$ cat src/rtl/traffic_input_conditioner.sv
// Input conditioning for the traffic light controller: synchronizes and
// debounces loop detectors and pedestrian buttons, stretches presence, latches requests.
module traffic_input_conditioner #(
    parameter int DEBOUNCE_CYCLES = 4,
    parameter int HOLD_CYCLES     = 8
) (
    input  logic clk,
    input  logic reset,
    input  logic n_det_raw,
    input  logic s_det_raw,
    input  logic e_det_raw,
    input  logic w_det_raw,
    input  logic ns_btn_raw,
    input  logic ew_btn_raw,
    input  logic ns_walk,
    input  logic ew_walk,
    output logic N_Sensor,
    output logic S_Sensor,
    output logic E_Sensor,
    output logic W_Sensor,
    output logic NS_pedestrian_button,
    output logic EW_pedestrian_button,
    output logic ns_wait_lamp,
    output logic ew_wait_lamp
);

    localparam int MAXC = (DEBOUNCE_CYCLES > HOLD_CYCLES) ? DEBOUNCE_CYCLES : HOLD_CYCLES;
    localparam int CW   = $clog2(MAXC + 1);
    localparam logic [CW-1:0] DB_LIM  = CW'(DEBOUNCE_CYCLES);
    localparam logic [CW-1:0] HOLD_LD = CW'(HOLD_CYCLES);
    localparam logic [CW-1:0] ONE     = CW'(1);

    typedef enum logic [1:0] {
        IDLE,
        PENDING,
        SERVING
    } ped_state_t;

    logic [5:0]    raw;
    logic [5:0]    sync1;
    logic [5:0]    sync2;
    logic [5:0]    db;
    logic [5:0]    db_nx;
    logic [5:0]    rise;
    logic [3:0]    fall;
    logic [3:0]    sens_nx;
    logic [3:0]    sens_q;
    logic [1:0]    walk;
    logic [1:0]    req_nx;
    logic [1:0]    req_q;
    logic [CW-1:0] cnt     [6];
    logic [CW-1:0] cnt_nx  [6];
    logic [CW-1:0] hold    [4];
    logic [CW-1:0] hold_nx [4];
    ped_state_t    ped_st  [2];
    ped_state_t    ped_nx  [2];

    // channels 0..3 are N/S/E/W detectors, 4..5 are NS/EW buttons
    assign raw  = {ew_btn_raw, ns_btn_raw, w_det_raw, e_det_raw, s_det_raw, n_det_raw};
    assign walk = {ew_walk, ns_walk};

    always_comb begin
        for (int i = 0; i < 6; i++) begin
            db_nx[i]  = db[i];
            cnt_nx[i] = '0;
            if (sync2[i] != db[i]) begin
                if (cnt[i] + ONE == DB_LIM) begin
                    db_nx[i] = sync2[i];
                end else begin
                    cnt_nx[i] = cnt[i] + ONE;
                end
            end
        end
        rise = db_nx & ~db;
        fall = db[3:0] & ~db_nx[3:0];
    end

    always_comb begin
        for (int i = 0; i < 4; i++) begin
            hold_nx[i] = (hold[i] == '0) ? '0 : hold[i] - ONE;
            if (fall[i]) begin
                hold_nx[i] = HOLD_LD;
            end
            if (rise[i]) begin
                hold_nx[i] = '0;
            end
            sens_nx[i] = db_nx[i] | (hold_nx[i] != '0);
        end
    end

    // walk is only an acknowledge; it never starts a request
    always_comb begin
        for (int j = 0; j < 2; j++) begin
            ped_nx[j] = ped_st[j];
            unique case (ped_st[j])
                IDLE:    if (rise[4+j]) ped_nx[j] = PENDING;
                PENDING: if (walk[j])   ped_nx[j] = SERVING;
                SERVING: if (!walk[j])  ped_nx[j] = IDLE;
                default: ped_nx[j] = IDLE;
            endcase
            req_nx[j] = (ped_nx[j] == PENDING);
        end
    end

    always_ff @(posedge clk or posedge reset) begin
        if (reset) begin
            sync1  <= '0;
            sync2  <= '0;
            db     <= '0;
            sens_q <= '0;
            req_q  <= '0;
            for (int i = 0; i < 6; i++) cnt[i] <= '0;
            for (int i = 0; i < 4; i++) hold[i] <= '0;
            for (int j = 0; j < 2; j++) ped_st[j] <= IDLE;
        end else begin
            sync1  <= raw;
            sync2  <= sync1;
            db     <= db_nx;
            sens_q <= sens_nx;
            req_q  <= req_nx;
            for (int i = 0; i < 6; i++) cnt[i] <= cnt_nx[i];
            for (int i = 0; i < 4; i++) hold[i] <= hold_nx[i];
            for (int j = 0; j < 2; j++) ped_st[j] <= ped_nx[j];
        end
    end

    assign N_Sensor             = sens_q[0];
    assign S_Sensor             = sens_q[1];
    assign E_Sensor             = sens_q[2];
    assign W_Sensor             = sens_q[3];
    assign NS_pedestrian_button = req_q[0];
    assign EW_pedestrian_button = req_q[1];
    assign ns_wait_lamp         = req_q[0];
    assign ew_wait_lamp         = req_q[1];

endmodule

$ cat config.mk
export PLATFORM = sky130hd
export DESIGN_NAME = traffic_input_conditioner
export DESIGN_NICKNAME = d
export VERILOG_FILES = /design/src/rtl/traffic_input_conditioner.sv
export SDC_FILE = /design/constraint.sdc
export NUM_CORES = 1
export LEC_CHECK = 0
export BUFFER_PORTS_ARGS = -buffer_cell sky130_fd_sc_hd__buf_2
export CAP_MARGIN = 20
export CELL_PAD_IN_SITES_DETAIL_PLACEMENT = 0
export CELL_PAD_IN_SITES_GLOBAL_PLACEMENT = 2
export CORE_UTILIZATION = 40
export DETAILED_ROUTE_END_ITERATION = 10
export PLACE_DENSITY = 0.74
export SYNTH_ARGS = -nofsm -noshare
export SYNTH_HDL_FRONTEND = slang
export SYNTH_SLANG_ARGS = --single-unit
$ cat constraint.sdc
create_clock -name clk -period 2.6 [get_ports clk]
set_input_delay 0.39 -clock clk [delete_from_list [all_inputs] [get_ports clk]]
set_output_delay 0.39 -clock clk [all_outputs]
set_load 0.1 [all_outputs]
Word level (Yosys, flattened, before mapping)
Cells that the tools add are included.
{"block": "totals", "inputBits": 10, "register_bits": 68, "out_inout_bits": 8, "elab_cells": 107}
{"block": "op_classes", "eq_ne": 18, "addsub": 10, "n_bitwise": 8, "n_reduce_logical": 10, "mux": 44}
{"cell": "$mux 4", "n": 24}
{"cell": "$add 4x1->4 const B", "n": 6}
{"cell": "$eq 4x3->1 const B", "n": 6}
{"cell": "$logic_not 4->1", "n": 4}
{"cell": "$reduce_bool 4->1", "n": 4}
{"cell": "$sub 4x1->4 const B", "n": 4}
{"cell": "$mux 1", "n": 12}
{"cell": "$mux 2", "n": 6}
{"cell": "$pmux 2 s3", "n": 2}
{"cell": "$eq 2x1->1 const B", "n": 4}
{"cell": "$and 6x6->6", "n": 1}
{"cell": "$ne 1x1->1", "n": 6}
{"cell": "$not 6->6", "n": 1}
{"cell": "$and 4x4->4", "n": 1}
{"cell": "$eq 2x2->1 const B", "n": 2}
{"cell": "$logic_not 2->1", "n": 2}
{"cell": "$not 4->4", "n": 1}
{"cell": "$or 1x1->1", "n": 4}

Depth between registers and ports, before layout
Gate-level depths: netlist (run 1).
{"block": "logic_depth", "depth_word": 10, "depth_mapped": 7, "ltp_nobuf": 7}

Least setup slack after synthesis (run 1)
No wires, ideal clock.
{"block": "synth_path", "path_kind": "reg-to-output", "start": "register req_q[1]", "end": "output port ew_wait_lamp", "path_stages_with_launch": 2, "arrival_ns": 1.324, "setup_slack_ns": 0.886, "cell_sequence": "dfrtp_1 buf_4"}
{"item": "start: declaration", "line": "50", "rtl": "logic [1:0] req_q;"}
{"item": "start signal: assignment", "line": "120", "rtl": "req_q <= req_nx;"}
{"item": "end: declaration", "line": "24", "rtl": "output logic ew_wait_lamp"}
No word-level cell between the ends.

Worst setup path after layout (run 1)
{"block": "layout_path", "start": "register cnt[8] (netlist bit)", "end": "register sens_q[3]"}
{"block": "layout_via", "elab_chain_cells": 10}
{"item": "start: declaration", "line": "51", "rtl": "logic [CW-1:0] cnt [6];"}
{"item": "$add 4x1->4 *", "line": "67", "rtl": "if (cnt[i] + ONE == DB_LIM) begin"}
{"item": "$eq 4x3->1 *", "line": "67"}
{"item": "$mux 1 *", "line": "67"}
{"item": "$mux 1 *", "line": "66", "rtl": "if (sync2[i] != db[i]) begin"}
{"item": "$not 4->4", "line": "75", "rtl": "fall = db[3:0] & ~db_nx[3:0];"}
{"item": "$and 4x4->4", "line": "75"}
{"item": "$mux 4", "line": "81", "rtl": "if (fall[i]) begin"}
{"item": "$mux 4", "line": "84", "rtl": "if (rise[i]) begin"}
{"item": "$reduce_bool 4->1", "line": "87", "rtl": "sens_nx[i] = db_nx[i] | (hold_nx[i] != '0);"}
{"item": "$or 1x1->1 *", "line": "87"}
{"item": "net sens_nx[3]", "line": "46", "rtl": "logic [3:0] sens_nx;"}
{"item": "end signal: assignment", "line": "119", "rtl": "sens_q <= sens_nx;"}
{"item": "end: declaration", "line": "47", "rtl": "logic [3:0] sens_q;"}
The timed path passes the listed nets; every way through them passes the cells marked *.

==> results of run 1 <==
==> path summary, 6_finish.rpt <==
check	endpoint	slack, ns	cells past startpoint
hold / removal	sens_q[1]	0.09	2
setup / recovery	sens_q[3]	0.75	6
hold reg to reg	sync2[3]	0.35	0
max in group asynchronous	cnt[5]	1.89	3
min in group clk	sync1[0]	0.16	1
setup reg to reg	sens_q[3]	0.75	6
==> synthesized netlist by cell type (2+ instances only) <==
| library cell | number | area share, % |
|---|---|---|
| dfrtp_1 | 68 | 57 |
| nor2_1 | 31 | 3.9 |
| inv_1 | 19 | 2.4 |
| nand2_1 | 18 | 2.3 |
| a21oi_1 | 17 | 2.8 |
| ha_1 | 14 | 5.9 |
| xor2_1 | 12 | 3.5 |
| xnor2_1 | 9 | 2.6 |
| and2_1 | 8 | 1.7 |
| nand3b_1 | 7 | 1.8 |
| nand2b_1 | 6 | 1.3 |
| nand3_1 | 5 | 0.84 |
| nor3_1 | 5 | 0.84 |
| a21o_1 | 3 | 0.75 |
| nor2b_1 | 3 | 0.63 |
| nor3b_1 | 3 | 0.75 |
| o21ai_0 | 3 | 0.50 |
| o32ai_1 | 3 | 0.88 |
| or3_1 | 3 | 0.63 |
| a211oi_1 | 2 | 0.50 |
| a41oi_2 | 2 | 1.1 |
| and4_1 | 2 | 0.59 |
| buf_4 | 2 | 0.50 |
| mux2_2 | 2 | 0.75 |
| nor4b_1 | 2 | 0.59 |
| o21ai_1 | 2 | 0.34 |
| o221ai_1 | 2 | 0.59 |
| o31a_1 | 2 | 0.59 |
| o31ai_1 | 2 | 0.50 |
==> report_power, final <==
group	internal (mW)	total [mW]	leakage (nW)	switching, mW
clock network	0.546	0.918	0.112	0.372
logic	0.504	1.21	0.618	0.707
registers	1.36	1.61	0.859	0.254
==> cells in the final DEF (no fill, tap or decap), drive strengths merged <==
cell / instances
clkinv: 1
a211oi: 2
inv: 19
nand2: 18
o31a: 2
ha: 14
xnor2: 9
a21oi: 17
nor3: 5
and4: 2
dfrtp: 68
o32ai: 3
clkbuf: 13
nor2: 31
and2: 9
nor2b: 3
bufinv: 1
o21ai: 5
nand3: 6
nor3b: 3
or4: 1
xor2: 13
or4b: 1
nor4bb: 1
or3: 3
nand4: 1
o2bb2ai: 1
mux2i: 1
buf: 18
nand3b: 7
mux2: 2
nor4b: 2
o31ai: 2
nand2b: 6
o221ai: 2
a21o: 3
clkinvlp: 1
o211ai: 1
a41oi: 2
==> flip-flops by register name, summed over array words and instances (netlist names) <==
| name | count |
|---|---|
| cnt | 24 |
| hold | 16 |
| db | 6 |
| sync1 | 6 |
| sync2 | 6 |
| ped_st | 4 |
| sens_q | 4 |
| req_q | 2 |
==> worst register-to-register path: cells and delay by family, from the launching register on <==
family	cells	cell delay [ns]
AOI/OAI and AO/OA	3	0.66
buffers and inverters	1	0.07
and+or+nand+nor	1	0.35
adders and majority gates	1	0.20
DFF	1	0.42
==> metal layers <==
metal / routed length, um / vias up / share of wire (%) / GRT usage (%)
met2: 2000 / 24 / 44 / 21.6
met4: 81 / 0 / 1.8 / 5.72
li1: - / 960 / - / -
met5: 0 / - / 0 / 0
met3: 150 / 6 / 3.3 / 5.88
met1: 2320 / 894 / 51 / 18.0
==> per-stage QoR <==
step                      utilization (%)  worst slack (ns)  std cells
after CTS                            47.2             0.731        398
final                                47.2             0.747        398
after global placement               44.1             0.780        382
after global routing                 47.2             0.551        398
after detailed placement             44.1             0.749        382
after floorplan                         -             0.498        267
==> area by class of cell <==
| class | instances | area, um2 |
|---|---|---|
| clock inverters | 3 | 42.5 |
| fillers | 671 | 3830 |
| multi-input cells | 178 | 1200 |
| well taps | 99 | 124 |
| repair buffers | 18 | 105 |
| clock buffers | 13 | 179 |
| inverters | 19 | 71.3 |
| flip-flops and latches | 68 | 1700 |
==> cell families (layout without fill, tap and decap cells) <==
| kind of cell | count (synthesis) | in the layout | share of synthesized area [%] |
|---|---|---|---|
| compound gates | 40 | 40 | 9.13 |
| simple gates | 99 | 99 | 17.4 |
| fa+ha+maj | 14 | 14 | 5.86 |
| buf+inv | 21 | 53 | 2.89 |
| flops | 68 | 68 | 57.0 |
| xor+xnor | 22 | 22 | 6.70 |
| mux | 3 | 3 | 1.09 |
==> out/results.txt, run 1 <==
status: finished clean
Async S/R FF share, synth: 100%
max incr delay on CP: 0.42 ns
CTS tree: yes
DIE WIDTH: 88.4 um
area of the core: 7250 um2
Final Hold Fails: 0
via count: 1884
CTS Buf Count: 9
routed vias/inst: 4.73
Leakage: 1.59 nW
design area: 3420 um2
Slew @ Worst Pin: 0.530 ns
Starting Density: 41.2%
endpoint class of the critical path: flip-flop
Yosys reg bits: 68
initial antenna violation count: 0
CTS Sinks: 68
Post-Route WL: 4550 um
H-tree Lvls: 3
Final Cycle Share: 71.3%
max-cap violation count: 0
Mapped Avg Cell Area: 11.2 um2
Ports: 18
antenna-violating nets left: 0
Gate Count Post-Synth: 267
GRT overflow: 0
Design Power: 3.74 mW
Setup CP Type: flip-flop to flip-flop
Max VDD drop: 404 uV
Synth Flop Type: dfrtp_1
hold_ws: 0.0902 ns
GRT Resource Usage Total: 14.2%
FMAX: 0.540 GHz
slowest library cell on the worst path: dfrtp_1
clock slew seen by the registers of the worst setup and hold paths: 0.07 ns
gpl congestion: 0.725
Pre-Repair DR Iteration Count: 4
Slew Limit Fails: 0
Critical Path Source Type: flip-flop
dpl hpwl: 3150 um
largest net degree at the start of global routing: 46
crit path cell chain: ha_1 > inv_1 > nor4b_1 > a41oi_2 > o32ai_1 > o221ai_1
fraction of layout cells with a size suffix above 1: 13.7%
FF-to-FF Start: cnt[8]
Cell Rows: 31
PostCTS Resize Cnt: 0
postcts setup bufs: 0
antenna cell count: 0
critical path required time: 2.78 ns
Worst Setup SP: cnt[8]
root buf cell: clkbuf_8
worst-path maximum fanout: 8
clk_skew: 0.00544 ns
CP arrival: 2.03 ns
Rel. slew slack: 64.6%
RSZ-0062 raised after global routing: no
Die ar.: 7820 um2
Syn Nets: 291
Buffers on Ports: 17
Hold Crit Class: input port to async pin
# hold bufs at CTS: 0
EDFF count, synth: 0
mapped cell area: 2990 um2
Pwr per Cell Area: 1090 nW/um2
setup TNS: 0 ns
number of global-route vias before repair: 1875
placement-stage cell area: 3200 um2
Setup-failing EPs final: 0
Worst Path Buf+Inv: 1
nets: 318
Seq/Total Area, Yosys: 57.0%
DRT iter0 DRCs: 76
Max clock buf depth: 2
clk_lat worst skew: 0.33 ns
DRC Markers: 0
Ys Warns: 0
first-pass GRT wire length: 8340 um
WL/cell: 11.4 um
Distinct cells, synth: 39
CP delay by family, top: compound AO/OA/AOI/OAI gates
die height: 88.4 um
Tmin final: 1.85 ns
area grow syn2layout: 14.6%
Power figures use the tool's default switching activity.
==> inputs of run 2 (changes only) <==
- ABC_AREA: not set -> 1
- CORE_UTILIZATION: 40 -> 37
- clock period: 2.6 -> 1.8 ns (I/O delays scaled with it)
==> run 2 against run 1 <==
Worst hold slack worse by 0.051 ns; sequential share of layout area is 2.2 points lower; register-to-register slack worse by 0.41 ns; fmax grew 26%; critical path type unchanged; largest power group unchanged.
==> out/results.txt, run 2 <==
status: finished clean
max-cap violation count: 0
dominant cell type by area after synthesis: dfrtp_1
Post-Route WL: 4760 um
top cell type's share of synthesized area: 53.5%
antenna cell count: 0
clock slew seen by the registers of the worst setup and hold paths: 0.08 ns
GRT Resource Usage Total: 13.0%
initial antenna violation count: 0
Starting Density: 38.5%
Max clock buf depth: 2
Setup-failing EPs final: 0
Tmin final: 1.47 ns
dpl hpwl: 3390 um
DRT iter0 DRCs: 61
largest net degree at the start of global routing: 69
Synth Flop Type: dfrtp_1
Storage cell area: 1700 um2
setup TNS: 0 ns
RSZ-0062 raised after global routing: no
CTS tree: yes
switching power: 2.23 mW
multi-input logic area: 1190 um2
postcts setup bufs: 0
Largest Register: cnt
Syn Nets: 391
DIE WIDTH: 94.7 um
Setup CP Type: flip-flop to flip-flop
DP Worst Slack: 0.333 ns
area grow syn2layout: 12.6%
Worst Path Buf+Inv: 0
biggest registers after layout: cnt: 24 flops, hold: 16 flops
routed vias/inst: 4.32
GRT overflow: 0
clk_lat worst skew: 0.33 ns
Mapped Avg Cell Area: 8.66 um2
Final Cycle Share: 81.6%
FF-to-FF Start: cnt[16]
hold_ws: 0.0393 ns
CP arrival: 1.69 ns
root buf cell: clkbuf_8
CTS Sinks: 68
max FFs per register: 24
Max VDD drop: 796 uV
Distinct cells, synth: 21
Ys Warns: 0
area of the core: 8260 um2
Pre-Repair DR Iteration Count: 4
part of the power in registers: 41.5%
FMAX: 0.681 GHz
nets: 418
critical path required time: 2.02 ns
first-pass GRT wire length: 9010 um
Slew @ Worst Pin: 0.489 ns
Worst Setup SP: cnt[16]
Die ar.: 8970 um2
Seq/Total Area, Yosys: 53.5%
Yosys reg bits: 68
number of global-route vias before repair: 2117
H-tree Lvls: 3
slowest library cell on the worst path: dfrtp_1
CP delay by family, top: simple AND/OR/NAND/NOR gates
CTS Buf Count: 9
Clock power frac: 20.4%
Filler cells: 846
total internal power: 3.24 mW
Final Hold Fails: 0
commonest non-fill, non-tap cell in the layout: nand2_1
Pwr per Cell Area: 1530 nW/um2
Slew Limit Fails: 0
max incr delay on CP: 0.43 ns
clk_skew: 0.00669 ns
DRC Markers: 0
mapped cell area: 3180 um2
Critical Path Source Type: flip-flop
Async S/R FF share, synth: 100%
combinational power share: 38.0%
via count: 2174
EDFF count, synth: 0
Final WS setup: 0.332 ns
Ports: 18
worst-path maximum fanout: 5
gpl congestion: 0.740
antenna-violating nets left: 0
Area contributors post-synth: dfrtp_1 (54%), nand2_1 (9.7%), inv_1 (7.9%)
die height: 94.7 um
Leakage: 1.92 nW
crit path cell chain: ha_1 > nand2_1 > nand2_2 > nor2_4 > nand3_2 > nand2_1 > nand2_1 > nor2_1 > nand2_1
Design Power: 5.47 mW
PostCTS Resize Cnt: 0
fraction of layout cells with a size suffix above 1: 15.8%
most frequent cell after synthesis: nand2_1
Buffers on Ports: 17
synth cell count leaders: nand2_1 (82), dfrtp_1 (68), inv_1 (67)
Rel. slew slack: 67.6%
endpoint class of the critical path: flip-flop
most frequent cells in the layout: nand2_1 (82), dfrtp_1 (68), inv_1 (66)
Cell Rows: 33
switching portion of total power: 40.8%
most used cell, CP: nand2_1
Gate Count Post-Synth: 367
Hold Crit Class: input port to async pin
# hold bufs at CTS: 0
WL/cell: 9.47 um
[run 2: per-layer routing]
metal / up-vias / global-route usage (%) / wire length, um
met2: 23 / 19.3 / 2040
li1: 1169 / - / -
met5: - / 0 / 0
met1: 973 / 17.3 / 2490
met4: 0 / 7.58 / 108
met3: 9 / 3.06 / 126
[run 2: power by group through the flow]
stage	Clock, mW	Sequential, mW	Combinational [mW]
after floorplan	0	2.43	1.59
after global placement	0	2.30	2.12
after detailed placement	0	2.31	2.11
after CTS	1.17	2.28	2.12
after global routing	1.24	2.34	2.45
final	1.12	2.27	2.08
[run 2: kinds of logic after synthesis]
group / Yosys count / share of synthesized area (%)
flops: 68 / 53.5
xor+xnor: 8 / 2.20
buf+inv: 75 / 9.09
fa+ha+maj: 14 / 5.51
simple gates: 192 / 28.0
compound gates: 10 / 1.65
[run 2: worst paths after layout]
kind / end / slack [ns] / cells after the start
hold / removal: sync1[1] / 0.04 / 3
min in group clk: sync1[2] / 0.04 / 1
setup reg to reg: sens_q[1] / 0.33 / 9
setup / recovery: sens_q[1] / 0.33 / 9
hold reg to reg: sync2[1] / 0.35 / 0
max in group asynchronous: req_q[1] / 1.49 / 3
[run 2: worst register-to-register path, cell delays in order, from the launching register on]
cell and delay (ns):
dfrtp_1 0.43, ha_1 0.23, nand2_1 0.07, nand2_2 0.07, nor2_4 0.13, nand3_2 0.11
nand2_1 0.11, nand2_1 0.06, nor2_1 0.09, nand2_1 0.05
[run 2: per-stage QoR]
| stage | cell area [um2] | utilization (%) | std cells |
|---|---|---|---|
| floorplan | 3180 | - | 367 |
| finish | 3580 | 43.4 | 503 |
| global route | 3580 | 43.4 | 503 |
| global placement | 3400 | 41.2 | 488 |
| CTS | 3580 | 43.4 | 503 |
| detailed placement | 3400 | 41.2 | 488 |
[run 2: layout make-up]
type | count | share of cell area [%]
flip-flops and latches | 68 | 47.5
multi-input cells | 224 | 33.2
inverters | 73 | 7.76
clock buffers | 11 | 4.23
well taps | 105 | 3.67
repair buffers | 18 | 2.94
clock inverters | 4 | 0.699
==> inputs of run 3 (changes only) <==
- ABC_AREA: 1 -> 0
- CORE_UTILIZATION: 37 -> 40
- clock period: 1.8 -> 1.45 ns (I/O delays scaled with it)
==> run 3 against run 2 <==
The flow now finishes with violations (setup timing); sequential power increased by 30%; utilization increased by 17 points; via count decreased by 0.74%; die area decreased by 13%; largest cell class unchanged; highest routed layer unchanged.
==> out/results.txt, run 3 (synthesized netlist as in run 1, its figures left out) <==
CTS Sinks: 68
Starting Density: 41.2%
Largest Register: cnt
nets: 384
Worst Hold Path Cells: 2
DIE WIDTH: 88.4 um
endpoint class of the critical path: flip-flop
worst-path maximum fanout: 3
Ports: 18
Final Hold Fails: 0
clk_skew: 0.00992 ns
antenna-violating nets left: 0
dpl hpwl: 3650 um
gpl congestion: 0.752
Slew Limit Fails: 0
DP Worst Slack: -0.248 ns
DRC Markers: 0
max FFs per register: 24
hold_ws: 0.0922 ns
biggest registers after layout: cnt: 24 flops, hold: 16 flops
worst reg-to-reg path cell count: 7
first-pass GRT wire length: 9340 um
RR Endpoint: sens_q[0]
Hold Path End: ped_st[3]
Max clock buf depth: 2
area grow syn2layout: 45.9%
via count: 2158
Die ar.: 7820 um2
design area: 4360 um2
FF-to-FF Start: hold[12]
area of the core: 7250 um2
H-tree Lvls: 3
clk_lat worst skew: 0.34 ns
Filler cells: 621
Final WS setup: -0.278 ns
placement-stage cell area: 3640 um2
FMAX: 0.579 GHz
Worst Setup SP: hold[12]
largest net degree at the start of global routing: 21
Buffers on Ports: 17
Leakage: 1.97 nW
Tmin final: 1.73 ns
WL/cell: 11.9 um
antenna cell count: 0
clock slew seen by the registers of the worst setup and hold paths: 0.07 ns
RSZ-0062 raised after global routing: yes
Rel. slew slack: 65.4%
commonest non-fill, non-tap cell in the layout: dfrtp_1
GRT Resource Usage Total: 16.0%
GRT overflow: 0
CTS tree: yes
routed vias/inst: 4.65
CP arrival: 1.94 ns
Final Cycle Share: 119%
Slew @ Worst Pin: 0.518 ns
Post-Route WL: 5520 um
root buf cell: clkbuf_8
Setup CP Type: flip-flop to flip-flop
Cell Rows: 31
max-cap violation count: 0
fraction of layout cells with a size suffix above 1: 43.6%
hold_sp: ns_walk
r2r setup slk: -0.28 ns
Pre-Repair DR Iteration Count: 4
Setup-failing EPs final: 17
status: complete, but fails checks
Pwr per Cell Area: 1890 nW/um2
DRT iter0 DRCs: 87
critical path required time: 1.66 ns
most frequent cells in the layout: dfrtp_1 (62), buf_4 (45), nor2_1 (20)
Hold Crit Class: input port to flip-flop
Critical Path Source Type: flip-flop
CTS Buf Count: 9
Design Power: 8.26 mW
initial antenna violation count: 0
number of global-route vias before repair: 2148
die height: 88.4 um
failing checks: setup timing
Max VDD drop: 1110 uV
-- run 3: worst max path at each step --
| stage | endpoint | slack, ns | cells past startpoint |
|---|---|---|---|
| detailed placement | sens_q[0] | -0.25 | 7 |
| finish | sens_q[0] | -0.28 | 7 |
| global placement | sens_q[0] | -0.20 | 7 |
| CTS | sens_q[0] | -0.29 | 7 |
| floorplan | sens_q[0] | -0.19 | 7 |
| global route | sens_q[0] | -0.40 | 7 |
-- run 3: what timing repair did --
action / in CTS / in global routing
pin swaps: 16 / 18
resized for setup: 21 / 53
endpoints found under the setup margin: 23 / 31
buffers inserted: 12 / 3
hold buffers: 7 / 0
endpoints found under the hold margin: 23 / 0
gates cloned: 0 / 0
-- run 3: critical path, stage by stage (launching register included) --
cell	delay, ns
dfrtp_1	0.41
inv_1	0.07
ha_2	0.16
nor2_1	0.04
mux2i_1	0.18
o21ai_1	0.10
a21o_1	0.17
or4_1	0.48
-- run 3: routing by layer --
| layer | GRT usage, % | vias to the layer above | routed length [um] |
|---|---|---|---|
| li1 | - | 1098 | - |
| met5 | 0 | - | 0 |
| met2 | 25.8 | 20 | 2680 |
| met3 | 3.92 | 11 | 123 |
| met4 | 8.80 | 0 | 120 |
| met1 | 19.7 | 1029 | 2590 |
-- run 3: report_power, final --
group | total (mW) | internal [mW] | switching [mW]
sequential | 2.95 | 2.44 | 0.503
combinational | 3.50 | 1.80 | 1.70
clock | 1.81 | 1.10 | 0.710
total | 8.26 | 5.34 | 2.91
-- run 3: metrics by stage --
step | utilization [%] | instances | setup TNS [ns]
after global routing | 60.1 | 464 | -2.60
final | 60.1 | 464 | -1.29
after CTS | 57.1 | 463 | -1.49
after global placement | 50.2 | 428 | -1.41
after detailed placement | 50.2 | 428 | -1.60
after floorplan | - | 267 | -0.450
-- run 3: cell type report --
type	instances	area, um2	area share (%)
timing repair buffer	84	688	15.8
tap	99	124	2.84
clock inverter	4	70.1	1.61
multi-input combinational	178	1530	35.0
sequential	68	1710	39.2
inverter	19	77.6	1.78
clock buffer	12	165	3.79
